<file path="src/rtl/store_buffer_pkg.sv">
// Shared types and constants for the store buffer: memory FSM encoding and
// the DEPTH legality check used at elaboration.
package store_buffer_pkg;

  typedef enum logic [1:0] {
    M_IDLE  = 2'd0,
    M_WRITE = 2'd1,
    M_READ  = 2'd2
  } mem_state_t;

  localparam int SB_DEFAULT_DEPTH = 4;
  localparam int SB_MIN_DEPTH     = 2;

  function automatic bit depth_ok(input int depth);
    return (depth >= SB_MIN_DEPTH) && ((depth & (depth - 1)) == 0);
  endfunction

endpackage

</file>
<file path="src/rtl/store_buffer_if.sv">
// Wishbone-style classic bus used on both sides of the store buffer.
interface wishbone #(
  parameter int XLEN = 32
);
  logic [XLEN-1:0] adr;
  logic [XLEN-1:0] dat_w;
  logic [XLEN-1:0] dat_r;
  logic            we;
  logic            stb;
  logic            cyc;
  logic            ack;

  modport MASTER (output adr, dat_w, we, stb, cyc, input dat_r, ack);
  modport SLAVE  (input adr, dat_w, we, stb, cyc, output dat_r, ack);
endinterface

</file>
<file path="src/rtl/store_buffer_fifo.sv">
// Circular entry store for buffered writes; pointers carry one extra wrap bit
// so full and empty are distinguishable without a separate flag.
module sb_fifo
  import store_buffer_pkg::*;
#(
  parameter int XLEN  = 32,
  parameter int DEPTH = SB_DEFAULT_DEPTH,
  localparam int AW   = $clog2(DEPTH),
  localparam int PW   = AW + 1
) (
  input  logic                  clk,
  input  logic                  rst_n,
  input  logic                  i_push,
  input  logic [XLEN-1:0]       i_adr,
  input  logic [XLEN-1:0]       i_dat,
  input  logic                  i_pop,
  output logic                  o_full,
  output logic [PW-1:0]         o_count,
  output logic [AW-1:0]         o_rd_idx,
  output logic [XLEN-1:0]       o_head_adr,
  output logic [XLEN-1:0]       o_head_dat,
  output logic [DEPTH*XLEN-1:0] o_ent_adr,
  output logic [DEPTH*XLEN-1:0] o_ent_dat,
  output logic [DEPTH-1:0]      o_ent_valid
);

  logic [PW-1:0]   r_wr_ptr;
  logic [PW-1:0]   r_rd_ptr;
  logic [XLEN-1:0] r_adr [DEPTH];
  logic [XLEN-1:0] r_dat [DEPTH];

  always_ff @(posedge clk or negedge rst_n) begin
    if (!rst_n) begin
      r_wr_ptr <= '0;
      r_rd_ptr <= '0;
    end else begin
      if (i_push) r_wr_ptr <= r_wr_ptr + PW'(1);
      if (i_pop)  r_rd_ptr <= r_rd_ptr + PW'(1);
    end
  end

  always_ff @(posedge clk) begin
    if (i_push) begin
      r_adr[r_wr_ptr[AW-1:0]] <= i_adr;
      r_dat[r_wr_ptr[AW-1:0]] <= i_dat;
    end
  end

  assign o_count    = r_wr_ptr - r_rd_ptr;
  assign o_full     = (o_count == PW'(DEPTH));
  assign o_rd_idx   = r_rd_ptr[AW-1:0];
  assign o_head_adr = r_adr[r_rd_ptr[AW-1:0]];
  assign o_head_dat = r_dat[r_rd_ptr[AW-1:0]];

  // An entry is live when its distance from the read pointer is below count.
  for (genvar gi = 0; gi < DEPTH; gi++) begin : g_ent
    logic [AW-1:0] w_off;
    assign w_off                       = AW'(gi) - r_rd_ptr[AW-1:0];
    assign o_ent_valid[gi]             = ({1'b0, w_off} < o_count);
    assign o_ent_adr[gi*XLEN +: XLEN]  = r_adr[gi];
    assign o_ent_dat[gi*XLEN +: XLEN]  = r_dat[gi];
  end

endmodule

</file>
<file path="src/rtl/store_buffer.sv">
// Store buffer between the load-store unit and data memory: queues stores,
// forwards loads from buffered data, and drains to memory in program order.
module store_buffer
  import store_buffer_pkg::*;
#(
  parameter int XLEN  = 32,
  parameter int DEPTH = SB_DEFAULT_DEPTH
) (
  input  logic     clk,
  input  logic     rst_n,
  wishbone.SLAVE   cpu_bus,
  wishbone.MASTER  mem_bus,
  output logic     empty
);

  localparam int AW       = $clog2(DEPTH);
  localparam int PW       = AW + 1;
  localparam bit DEPTH_OK = depth_ok(DEPTH);

  if (!DEPTH_OK) begin : g_depth_chk
    $error("store_buffer: DEPTH must be a power of two, at least 2");
  end

  mem_state_t      r_state;
  logic            r_mem_cyc;
  logic            r_mem_we;
  logic            r_cpu_ack;
  logic [XLEN-1:0] r_cpu_dat;

  logic                  w_req, w_store, w_load, w_push, w_pop, w_full;
  logic [PW-1:0]         w_count;
  logic [AW-1:0]         w_rd_idx;
  logic [XLEN-1:0]       w_head_adr, w_head_dat;
  logic [DEPTH*XLEN-1:0] w_ent_adr, w_ent_dat;
  logic [DEPTH-1:0]      w_ent_valid;
  logic                  w_hit;
  logic [XLEN-1:0]       w_hit_dat;
  logic [AW-1:0]         w_age, w_best_age;

  // Requests are ignored while ACK is up so each request is answered once.
  assign w_req   = cpu_bus.cyc & cpu_bus.stb & ~r_cpu_ack;
  assign w_store = w_req & cpu_bus.we;
  assign w_load  = w_req & ~cpu_bus.we;
  assign w_push  = w_store & ~w_full;
  assign w_pop   = (r_state == M_WRITE) & mem_bus.ack;

  sb_fifo #(.XLEN(XLEN), .DEPTH(DEPTH)) u_fifo (
    .clk         (clk),
    .rst_n       (rst_n),
    .i_push      (w_push),
    .i_adr       (cpu_bus.adr),
    .i_dat       (cpu_bus.dat_w),
    .i_pop       (w_pop),
    .o_full      (w_full),
    .o_count     (w_count),
    .o_rd_idx    (w_rd_idx),
    .o_head_adr  (w_head_adr),
    .o_head_dat  (w_head_dat),
    .o_ent_adr   (w_ent_adr),
    .o_ent_dat   (w_ent_dat),
    .o_ent_valid (w_ent_valid)
  );

  // Youngest match = largest age relative to the read pointer, wrap-safe.
  always_comb begin
    w_hit      = 1'b0;
    w_hit_dat  = '0;
    w_best_age = '0;
    w_age      = '0;
    for (int i = 0; i < DEPTH; i++) begin
      w_age = AW'(i) - w_rd_idx;
      if (w_ent_valid[i] && (w_ent_adr[i*XLEN +: XLEN] == cpu_bus.adr) &&
          (!w_hit || (w_age >= w_best_age))) begin
        w_hit      = 1'b1;
        w_best_age = w_age;
        w_hit_dat  = w_ent_dat[i*XLEN +: XLEN];
      end
    end
  end

  always_ff @(posedge clk or negedge rst_n) begin
    if (!rst_n) begin
      r_state   <= M_IDLE;
      r_mem_cyc <= 1'b0;
      r_mem_we  <= 1'b0;
      r_cpu_ack <= 1'b0;
      r_cpu_dat <= '0;
    end else begin
      r_cpu_ack <= w_push;
      if (w_load && w_hit) begin
        r_cpu_ack <= 1'b1;
        r_cpu_dat <= w_hit_dat;
      end
      case (r_state)
        M_IDLE: begin
          if (w_count != '0) begin
            r_state   <= M_WRITE;
            r_mem_cyc <= 1'b1;
            r_mem_we  <= 1'b1;
          end else if (w_load && !w_hit) begin
            r_state   <= M_READ;
            r_mem_cyc <= 1'b1;
            r_mem_we  <= 1'b0;
          end
        end
        M_WRITE: begin
          if (mem_bus.ack && (w_count <= PW'(1))) begin
            r_state   <= M_IDLE;
            r_mem_cyc <= 1'b0;
            r_mem_we  <= 1'b0;
          end
        end
        M_READ: begin
          if (mem_bus.ack) begin
            r_cpu_dat <= mem_bus.dat_r;
            r_cpu_ack <= 1'b1;
            r_state   <= M_IDLE;
            r_mem_cyc <= 1'b0;
          end
        end
        default: begin
          r_state   <= M_IDLE;
          r_mem_cyc <= 1'b0;
          r_mem_we  <= 1'b0;
        end
      endcase
    end
  end

  assign mem_bus.cyc   = r_mem_cyc;
  assign mem_bus.stb   = r_mem_cyc;
  assign mem_bus.we    = r_mem_we;
  assign mem_bus.adr   = (r_state == M_WRITE) ? w_head_adr : cpu_bus.adr;
  assign mem_bus.dat_w = w_head_dat;
  assign cpu_bus.ack   = r_cpu_ack;
  assign cpu_bus.dat_r = r_cpu_dat;
  assign empty         = (w_count == '0) && (r_state == M_IDLE);

endmodule

</file>
<file path="src/flat_wrapper.sv">
// flat-port wrapper written by rule: the top's interface ports become plain ports
module store_buffer_flat import store_buffer_pkg::*;
#(
  parameter int XLEN  = 32,
  parameter int DEPTH = SB_DEFAULT_DEPTH
)
  (clk, rst_n, empty, cpu_bus_adr, cpu_bus_dat_w, cpu_bus_we, cpu_bus_stb, cpu_bus_cyc, cpu_bus_dat_r, cpu_bus_ack, mem_bus_adr, mem_bus_dat_w, mem_bus_we, mem_bus_stb, mem_bus_cyc, mem_bus_dat_r, mem_bus_ack);
  wishbone #(.XLEN(XLEN)) cpu_bus_i ();
  wishbone #(.XLEN(XLEN)) mem_bus_i ();
  input  logic clk;
  input  logic rst_n;
  output logic empty;
  input wire logic [$bits(cpu_bus_i.adr)-1:0] cpu_bus_adr;
  input wire logic [$bits(cpu_bus_i.dat_w)-1:0] cpu_bus_dat_w;
  input wire logic [$bits(cpu_bus_i.we)-1:0] cpu_bus_we;
  input wire logic [$bits(cpu_bus_i.stb)-1:0] cpu_bus_stb;
  input wire logic [$bits(cpu_bus_i.cyc)-1:0] cpu_bus_cyc;
  output wire logic [$bits(cpu_bus_i.dat_r)-1:0] cpu_bus_dat_r;
  output wire logic [$bits(cpu_bus_i.ack)-1:0] cpu_bus_ack;
  output wire logic [$bits(mem_bus_i.adr)-1:0] mem_bus_adr;
  output wire logic [$bits(mem_bus_i.dat_w)-1:0] mem_bus_dat_w;
  output wire logic [$bits(mem_bus_i.we)-1:0] mem_bus_we;
  output wire logic [$bits(mem_bus_i.stb)-1:0] mem_bus_stb;
  output wire logic [$bits(mem_bus_i.cyc)-1:0] mem_bus_cyc;
  input wire logic [$bits(mem_bus_i.dat_r)-1:0] mem_bus_dat_r;
  input wire logic [$bits(mem_bus_i.ack)-1:0] mem_bus_ack;
  assign cpu_bus_i.adr = cpu_bus_adr;
  assign cpu_bus_i.dat_w = cpu_bus_dat_w;
  assign cpu_bus_i.we = cpu_bus_we;
  assign cpu_bus_i.stb = cpu_bus_stb;
  assign cpu_bus_i.cyc = cpu_bus_cyc;
  assign cpu_bus_dat_r = cpu_bus_i.dat_r;
  assign cpu_bus_ack = cpu_bus_i.ack;
  assign mem_bus_adr = mem_bus_i.adr;
  assign mem_bus_dat_w = mem_bus_i.dat_w;
  assign mem_bus_we = mem_bus_i.we;
  assign mem_bus_stb = mem_bus_i.stb;
  assign mem_bus_cyc = mem_bus_i.cyc;
  assign mem_bus_i.dat_r = mem_bus_dat_r;
  assign mem_bus_i.ack = mem_bus_ack;
  store_buffer #(.XLEN(XLEN), .DEPTH(DEPTH)) u_core (.clk(clk), .rst_n(rst_n), .cpu_bus(cpu_bus_i), .mem_bus(mem_bus_i), .empty(empty));
endmodule
</file>
<file path="config.mk">
export PLATFORM = sky130hd
export DESIGN_NAME = store_buffer_flat
export DESIGN_NICKNAME = d
export VERILOG_FILES = /design/src/rtl/store_buffer_pkg.sv /design/src/rtl/store_buffer_if.sv /design/src/rtl/store_buffer_fifo.sv /design/src/rtl/store_buffer.sv /design/src/flat_wrapper.sv
export SDC_FILE = /design/constraint.sdc
export NUM_CORES = 1
export LEC_CHECK = 0
export ABC_AREA = 1
export CAP_MARGIN = 15
export CORE_AREA = 2 2 198 200
export DETAILED_ROUTE_END_ITERATION = 8
export DIE_AREA = 0 0 200 202
export GPL_TIMING_DRIVEN = 0
export PLACE_DENSITY = 0.61
export SLEW_MARGIN = 40
export SYNTH_ARGS = -nofsm -noshare
export SYNTH_HDL_FRONTEND = slang
export SYNTH_SLANG_ARGS = --single-unit
</file>
<file path="constraint.sdc">
create_clock -name clk -period 12 [get_ports clk]
set_input_delay 1.2 -clock clk [delete_from_list [all_inputs] [get_ports clk]]
set_output_delay 1.2 -clock clk [all_outputs]
set_load 0.05 [all_outputs]
</file>
==> qor.yml, run 1 <==
outcome:
  status: "complete, no violations"
sta:
  drv_slew: 0
  period_share_pct: 60.26
  finalHoldViolCount: 0
  worst_pin_slew_ns: 0.9470
  fin_tns_setup_ns: 0
  fmax_mhz: 138.3
  grt_setup_unrepaired: "no"
  fin_crit_ns: 7.232
  worst_hold_slack_ns: 0.4798
  relSlewSlack_pct: 36.87
  fin_skew_ns: 0.02349
  setup_viol: 0
clocking:
  cts_resized: 0
  cts.clk_slew.worst_paths_ns: 0.06
  clkSinkCount: 299
  cts_inserted_buffers: 35
  htree_num_levels: 2
  holdBufCountCts: 0
  cts_setup_buffers: 0
  clockRootBuffer: "clkbuf_16"
  clockBufferDepth: 3
  worstSkewPairLatency_ns: 0.53
  cts_tree: "yes"
drt:
  wl_per_cell_um: 20.39
  routed_via_density: 5.402
  drt_iter0_markers: 1745
  first_pass_iters: 6
  drt_wl_total_um: 55050
  ant_nets: 0
  route.vias.total: 14590
  route.detailed.drc: 0
flow_run:
  max_cap_violations: 0
power:
  switching_share_pct: 45.98
  combPwrFrac_pct: 50.2
  p_leak_nw: 8.262
  clock_power_share_pct: 21.7
  p_int_mw: 2.469
  ir_worst_vdd_v: 0.0001721
  seq_power_share_pct: 28.1
  switchingPower_mw: 2.102
  powerDensity_nw_per_um2: 223.8
worst_setup_path:
  crit_type: "reg2reg"
  setup.worst_path.end_class: "register"
  r2r-end: "u_core.cpu_bus.dat_r[6]"
  critPathSlowestCell: "clkbuf_1"
  required_ns: 12.39
  cpMostUsedCell: "inv_1"
  timing.rr.start: "u_core.u_fifo.r_rd_ptr[0]"
  r2r_cells: 34
  crit_buf_inv: 12
  timing.critical_path.from: "u_core.u_fifo.r_rd_ptr[0]"
  critical_path.max_fanout: 11
  arrival_ns: 7.62
  critPathLaunchType: "register"
  cpLargestDelayFamily: "buffers and inverters"
  reg2reg_slack_ns: 4.77
  worstSetupPathDepth: 34
  worst_path_largest_cell_delay_ns: 0.63
logic_synthesis:
  async_flop_share_pct: 14.38
  synth_seq_area_share_pct: 53.89
  synth_seq_cells: 299
  syn-instance-count: 1897
  netlist_area_um2: 16260
  synth_nets: 2017
  synth_enable_flop_cells: 256
  ys.flop_type: "edfxtp_1"
  avgSynthCellArea_um2: 8.572
  synth.distinct_cells: 42
  yosys_warnings: 0
finish:
  final_common_cell: "nand2_1"
  nFillCells: 3525
  area_growth_syn_to_layout_pct: 25.58
  drive_gt1_share_pct: 8.261
  layout_common_cells: "nand2_1, edfxtp_1, nor2_1"
  layout.nets: 2275
global_route:
  grt_max_degree: 39
  grt_pass1_vias: 13830
  globalRouteOverflowTotal: 0
  grt_use_total_pct: 27.20
  antenna_found_initial: 5
  grt_first_pass_wirelength_um: 82680
die:
  die_area_um2: 40400
  fp.coreArea_um2: 38290
  rows: 72
  initial_utilization_pct: 42.47
  ios: 203
  die_w_um: 200
  fp.dieH_um: 202
place:
  dp_hpwl_um: 39620
  io_buffers: 202
  gp_congestion: 0.8778
hold_path:
  hold_end: "u_core.mem_bus.we"
  holdPathStages: 2
  hp-class: "reg2reg"
  holdCritStartpoint: "u_core.mem_bus.we"
worst register-to-register path: cells and delay by family, from the launching register on:
family	cells	cell delay, ns
compound gates	6	0.67
fa+ha+maj	3	0.85
buf+inv	12	3.32
flops	1	0.45
simple gates	13	1.79
power groups by stage:
stage | Sequential (mW) | Combinational [mW] | Clock, mW
floorplan | 1.42 | 1.28 | 0
global placement | 1.32 | 2.22 | 0
detailed placement | 1.31 | 2.27 | 0
CTS | 1.28 | 2.28 | 1.00
global route | 1.30 | 2.42 | 1.04
finish | 1.29 | 2.29 | 0.993
cell usage after synthesis, drive strengths merged (2+ instances only):
cell | count | area [um^2]
and2 | 8 | 50.05
nor3 | 4 | 20.02
nand3b | 8 | 60.06
or2 | 7 | 43.80
inv | 209 | 784.5
dfrtp | 43 | 1076
xnor2 | 56 | 490.5
nand2 | 453 | 1745
clkbuf | 62 | 232.7
xor2 | 7 | 61.31
edfxtp | 256 | 7687
a31oi | 25 | 156.4
nand3 | 143 | 733.2
buf | 50 | 287.8
o22ai | 30 | 187.7
nor2b | 2 | 12.51
a21oi | 97 | 504.2
o211ai | 15 | 112.6
nand4 | 17 | 106.4
o21ai | 145 | 737.0
ha | 17 | 212.7
nor2 | 240 | 928.4
layout make-up:
type / count / area [um^2] / area share [%]
sequential: 299 / 8763 / 42.91
multi-input combinational: 1276 / 6220 / 30.46
timing repair buffer: 221 / 2435 / 11.92
clock buffer: 49 / 948.4 / 4.644
inverter: 210 / 788.3 / 3.860
tap: 518 / 648.1 / 3.174
buffer: 112 / 524.3 / 2.567
clock inverter: 12 / 87.58 / 0.4289
antenna: 3 / 7.507 / 0.03676
sequential cells by signal, indices dropped and copies added (netlist names):
name	flops
u_core.mem_bus.cyc	1
u_core.u_fifo.r_wr_ptr	3
u_core.cpu_bus.dat_r	32
u_core.cpu_bus.ack	1
u_core.r_state	2
u_core.mem_bus.we	1
u_core.u_fifo.r_rd_ptr	3
u_core.u_fifo.r_adr	128
u_core.u_fifo.r_dat	128
stage by stage:
| stage | worst slack (ns) | area (um^2) | power (mW) | util [%] | cells |
|---|---|---|---|---|---|
| 2_1_floorplan | 6.901 | 16260 | 2.694 | - | 1897 |
| 3_3_place_gp | 3.217 | 18930 | 3.538 | 49.45 | 2617 |
| 3_5_place_dp | 4.824 | 19380 | 3.575 | 50.61 | 2636 |
| 4_1_cts | 4.805 | 20410 | 4.565 | 53.31 | 2697 |
| 5_1_grt | 4.380 | 20420 | 4.760 | 53.33 | 2699 |
| 6_report | 4.768 | 20420 | 4.571 | 53.34 | 2700 |
routing by layer:
layer / wire length [um] / up-vias / global-route usage, %
li1: - / 6803 / -
met2: 24300 / 746 / 40.92
met1: 23750 / 6917 / 39.95
met5: 26 / - / 0
met4: 1604 / 4 / 8.757
met3: 5363 / 116 / 4.539
worst max-delay path by stage:
stage,slack [ns],endpoint
after floorplan,6.90,u_core.cpu_bus.dat_r[19]
after global placement,3.22,u_core.u_fifo.r_adr[3][18]
after detailed placement,4.82,u_core.cpu_bus.dat_r[8]
after CTS,4.81,u_core.cpu_bus.dat_r[8]
after global routing,4.38,u_core.cpu_bus.dat_r[8]
final,4.77,u_core.cpu_bus.dat_r[6]
cells by family (layout without fill, tap and decap cells):
family / Yosys count / after routing / share of synthesized area, %
buffers and inverters: 322 / 604 / 8.048
adder cells (fa/ha/maj): 18 / 18 / 1.431
AO/OA/AOI/OAI: 312 / 312 / 10.44
XOR/XNOR: 63 / 63 / 3.393
other: 0 / 3 / 0
AND/OR/NAND/NOR: 883 / 883 / 22.80
flip-flops: 299 / 299 / 53.89
Note: power is estimated with default switching activity, not from simulation.
==> inputs of run 2 (changes only) <==
Clock period 12 ns to 6.8 ns, I/O delays scaled along.
==> run 2 against run 1 <==
Clock skew fell by 0.0045 ns. Critical path depth did not move. Maximum frequency rose by 13%. Register-to-register slack got worse by 4.4 ns. Routed wire length barely moved. Worst hold slack barely moved. Die area did not move. Critical path type unchanged.
==> qor.yml, run 2 (synthesized netlist as in run 1, its figures left out) <==
outcome:
  status: "complete, no violations"
drt:
  drt_wl_total_um: 55040
  route.met2.wl_um: 24260
  dr_wl_met3_um: 5416
  routed.top_layer: "met5"
  ant_nets: 0
  wl_per_cell_um: 20.37
  route.vias.total: 14600
  met1_length_um: 23700
  first_pass_iters: 6
  drt_iter0_markers: 1697
  route.detailed.drc: 0
  routed_via_density: 5.402
global_route:
  grt_pass1_vias: 13850
  grt_first_pass_wirelength_um: 82600
  grt_max_degree: 39
  globalRouteOverflowTotal: 0
  grt_use_total_pct: 27.16
  antenna_found_initial: 5
sta:
  setup_ws_ns: 0.3734
  fin_crit_ns: 6.427
  fin_skew_ns: 0.01902
  relSlewSlack_pct: 41.66
  finalHoldViolCount: 0
  period_share_pct: 94.51
  fmax_mhz: 155.6
  drv_slew: 0
  setup_viol: 0
  worst_hold_slack_ns: 0.4798
  worst_pin_slew_ns: 0.8751
flow_run:
  max_cap_violations: 0
worst_setup_path:
  reg2reg_slack_ns: 0.37
  worst_path_largest_cell_delay_ns: 0.57
  timing.rr.start: "u_core.u_fifo.r_rd_ptr[1]"
  cpLargestDelayFamily: "simple AND/OR/NAND/NOR gates"
  r2r_cells: 34
  critPathSlowestCell: "fa_1"
  r2r-end: "u_core.cpu_bus.dat_r[6]"
  cpMostUsedCell: "inv_1"
  critical_path.max_fanout: 14
  required_ns: 7.19
  crit_buf_inv: 10
  arrival_ns: 6.81
  crit_type: "reg2reg"
  setup.worst_path.end_class: "register"
  critPathLaunchType: "register"
finish:
  finalInstanceArea_um2: 20450
  layout.nets: 2277
  stdcell_count: 2702
  layout_common_cells: "nand2_1, edfxtp_1, nor2_1"
  drive_gt1_share_pct: 8.482
  final_common_cell: "nand2_1"
  area_growth_syn_to_layout_pct: 25.78
power:
  p_leak_nw: 8.276
  powerDensity_nw_per_um2: 394.7
  ir_worst_vdd_v: 0.0003046
die:
  ios: 203
  fp.coreArea_um2: 38290
  rows: 72
  die_w_um: 200
  fp.dieH_um: 202
  initial_utilization_pct: 42.47
  die_area_um2: 40400
place:
  placed_cell_area_um2: 19380
  io_buffers: 202
  dp_hpwl_um: 39620
  pre_cts_ws_ns: -0.3760
  dp_cells: 2636
  gp_congestion: 0.8778
clocking:
  clockBufferDepth: 3
  clkSinkCount: 299
  htree_num_levels: 2
  cts.clk_slew.worst_paths_ns: 0.06
  cts_inserted_buffers: 35
  cts_tree: "yes"
  clockRootBuffer: "clkbuf_16"
  worstSkewPairLatency_ns: 0.52
hold_path:
  hold_end: "u_core.mem_bus.we"
  hp-class: "reg2reg"
  holdCritStartpoint: "u_core.mem_bus.we"
  holdPathStages: 2
[run 2: changes by cell type in the layout (fill, tap and decap cells not counted), sizes merged]
cell         delta
dlygate4sd3     +1
clkinvlp        +1
buf             +3
clkbuf          -2
inv             -1
[run 2: worst max path at each step]
stage                     slack [ns]                          to                 startpoint  cells past startpoint
after CTS                       0.15     u_core.cpu_bus.dat_r[8]  u_core.u_fifo.r_rd_ptr[1]                     35
after global placement         -1.98  u_core.u_fifo.r_adr[3][18]  u_core.u_fifo.r_rd_ptr[1]                     10
after floorplan                 1.70    u_core.cpu_bus.dat_r[19]  u_core.u_fifo.r_rd_ptr[1]                     31
after global routing          -0.008     u_core.cpu_bus.dat_r[8]  u_core.u_fifo.r_rd_ptr[1]                     35
final                           0.37     u_core.cpu_bus.dat_r[6]  u_core.u_fifo.r_rd_ptr[1]                     34
after detailed placement       -0.38     u_core.cpu_bus.dat_r[8]  u_core.u_fifo.r_rd_ptr[1]                     35
[run 2: tightest hold or removal path, stage by stage (launching register included)]
cell,delay (ns)
dfrtp_1,0.34
nand2_1,0.06
nand2_1,0.05
[run 2: area by class of cell]
| type | instances | area, um^2 |
|---|---|---|
| fill | 3526 | 17830 |
| sequential | 299 | 8763 |
| multi-input combinational | 1276 | 6220 |
| timing repair buffer | 225 | 2467 |
| clock buffer | 49 | 948.4 |
| inverter | 210 | 792.0 |
| tap | 518 | 648.1 |
| buffer | 110 | 520.5 |
| clock inverter | 12 | 87.58 |
| antenna | 3 | 7.507 |
[run 2: what timing repair did]
item | in CTS | in global routing
endpoints found under the setup margin | 32 | 32
resized for setup | 2 | 4
cloned | 0 | 0
endpoints found under the hold margin | 5 | 0
pin swaps | 0 | 0
hold buffers | 1 | 0
buffers inserted | 0 | 3
[run 2: power breakdown]
group	internal, mW	leakage [nW]	switching, mW
logic	1.19	4.93	2.87
registers	2.17	2.84	0.0977
clock network	1.01	0.508	0.740
total	4.37	8.28	3.70
[run 2: metal layers]
layer  up-vias  global-route usage (%)
met3       113                   4.388
met1      6913                   39.99
met4         4                   9.153
met2       754                   40.66
li1       6812                       -
met5         -                       0
[run 2: metrics by stage]
stage | util [%] | TNS [ns] | power [mW]
after floorplan | - | 0 | 4.754
after global placement | 49.45 | -492.77 | 6.243
final | 53.42 | 0 | 8.073
after CTS | 53.33 | 0 | 8.053
after global routing | 53.42 | -0.01025 | 8.412
after detailed placement | 50.61 | -9.888 | 6.310
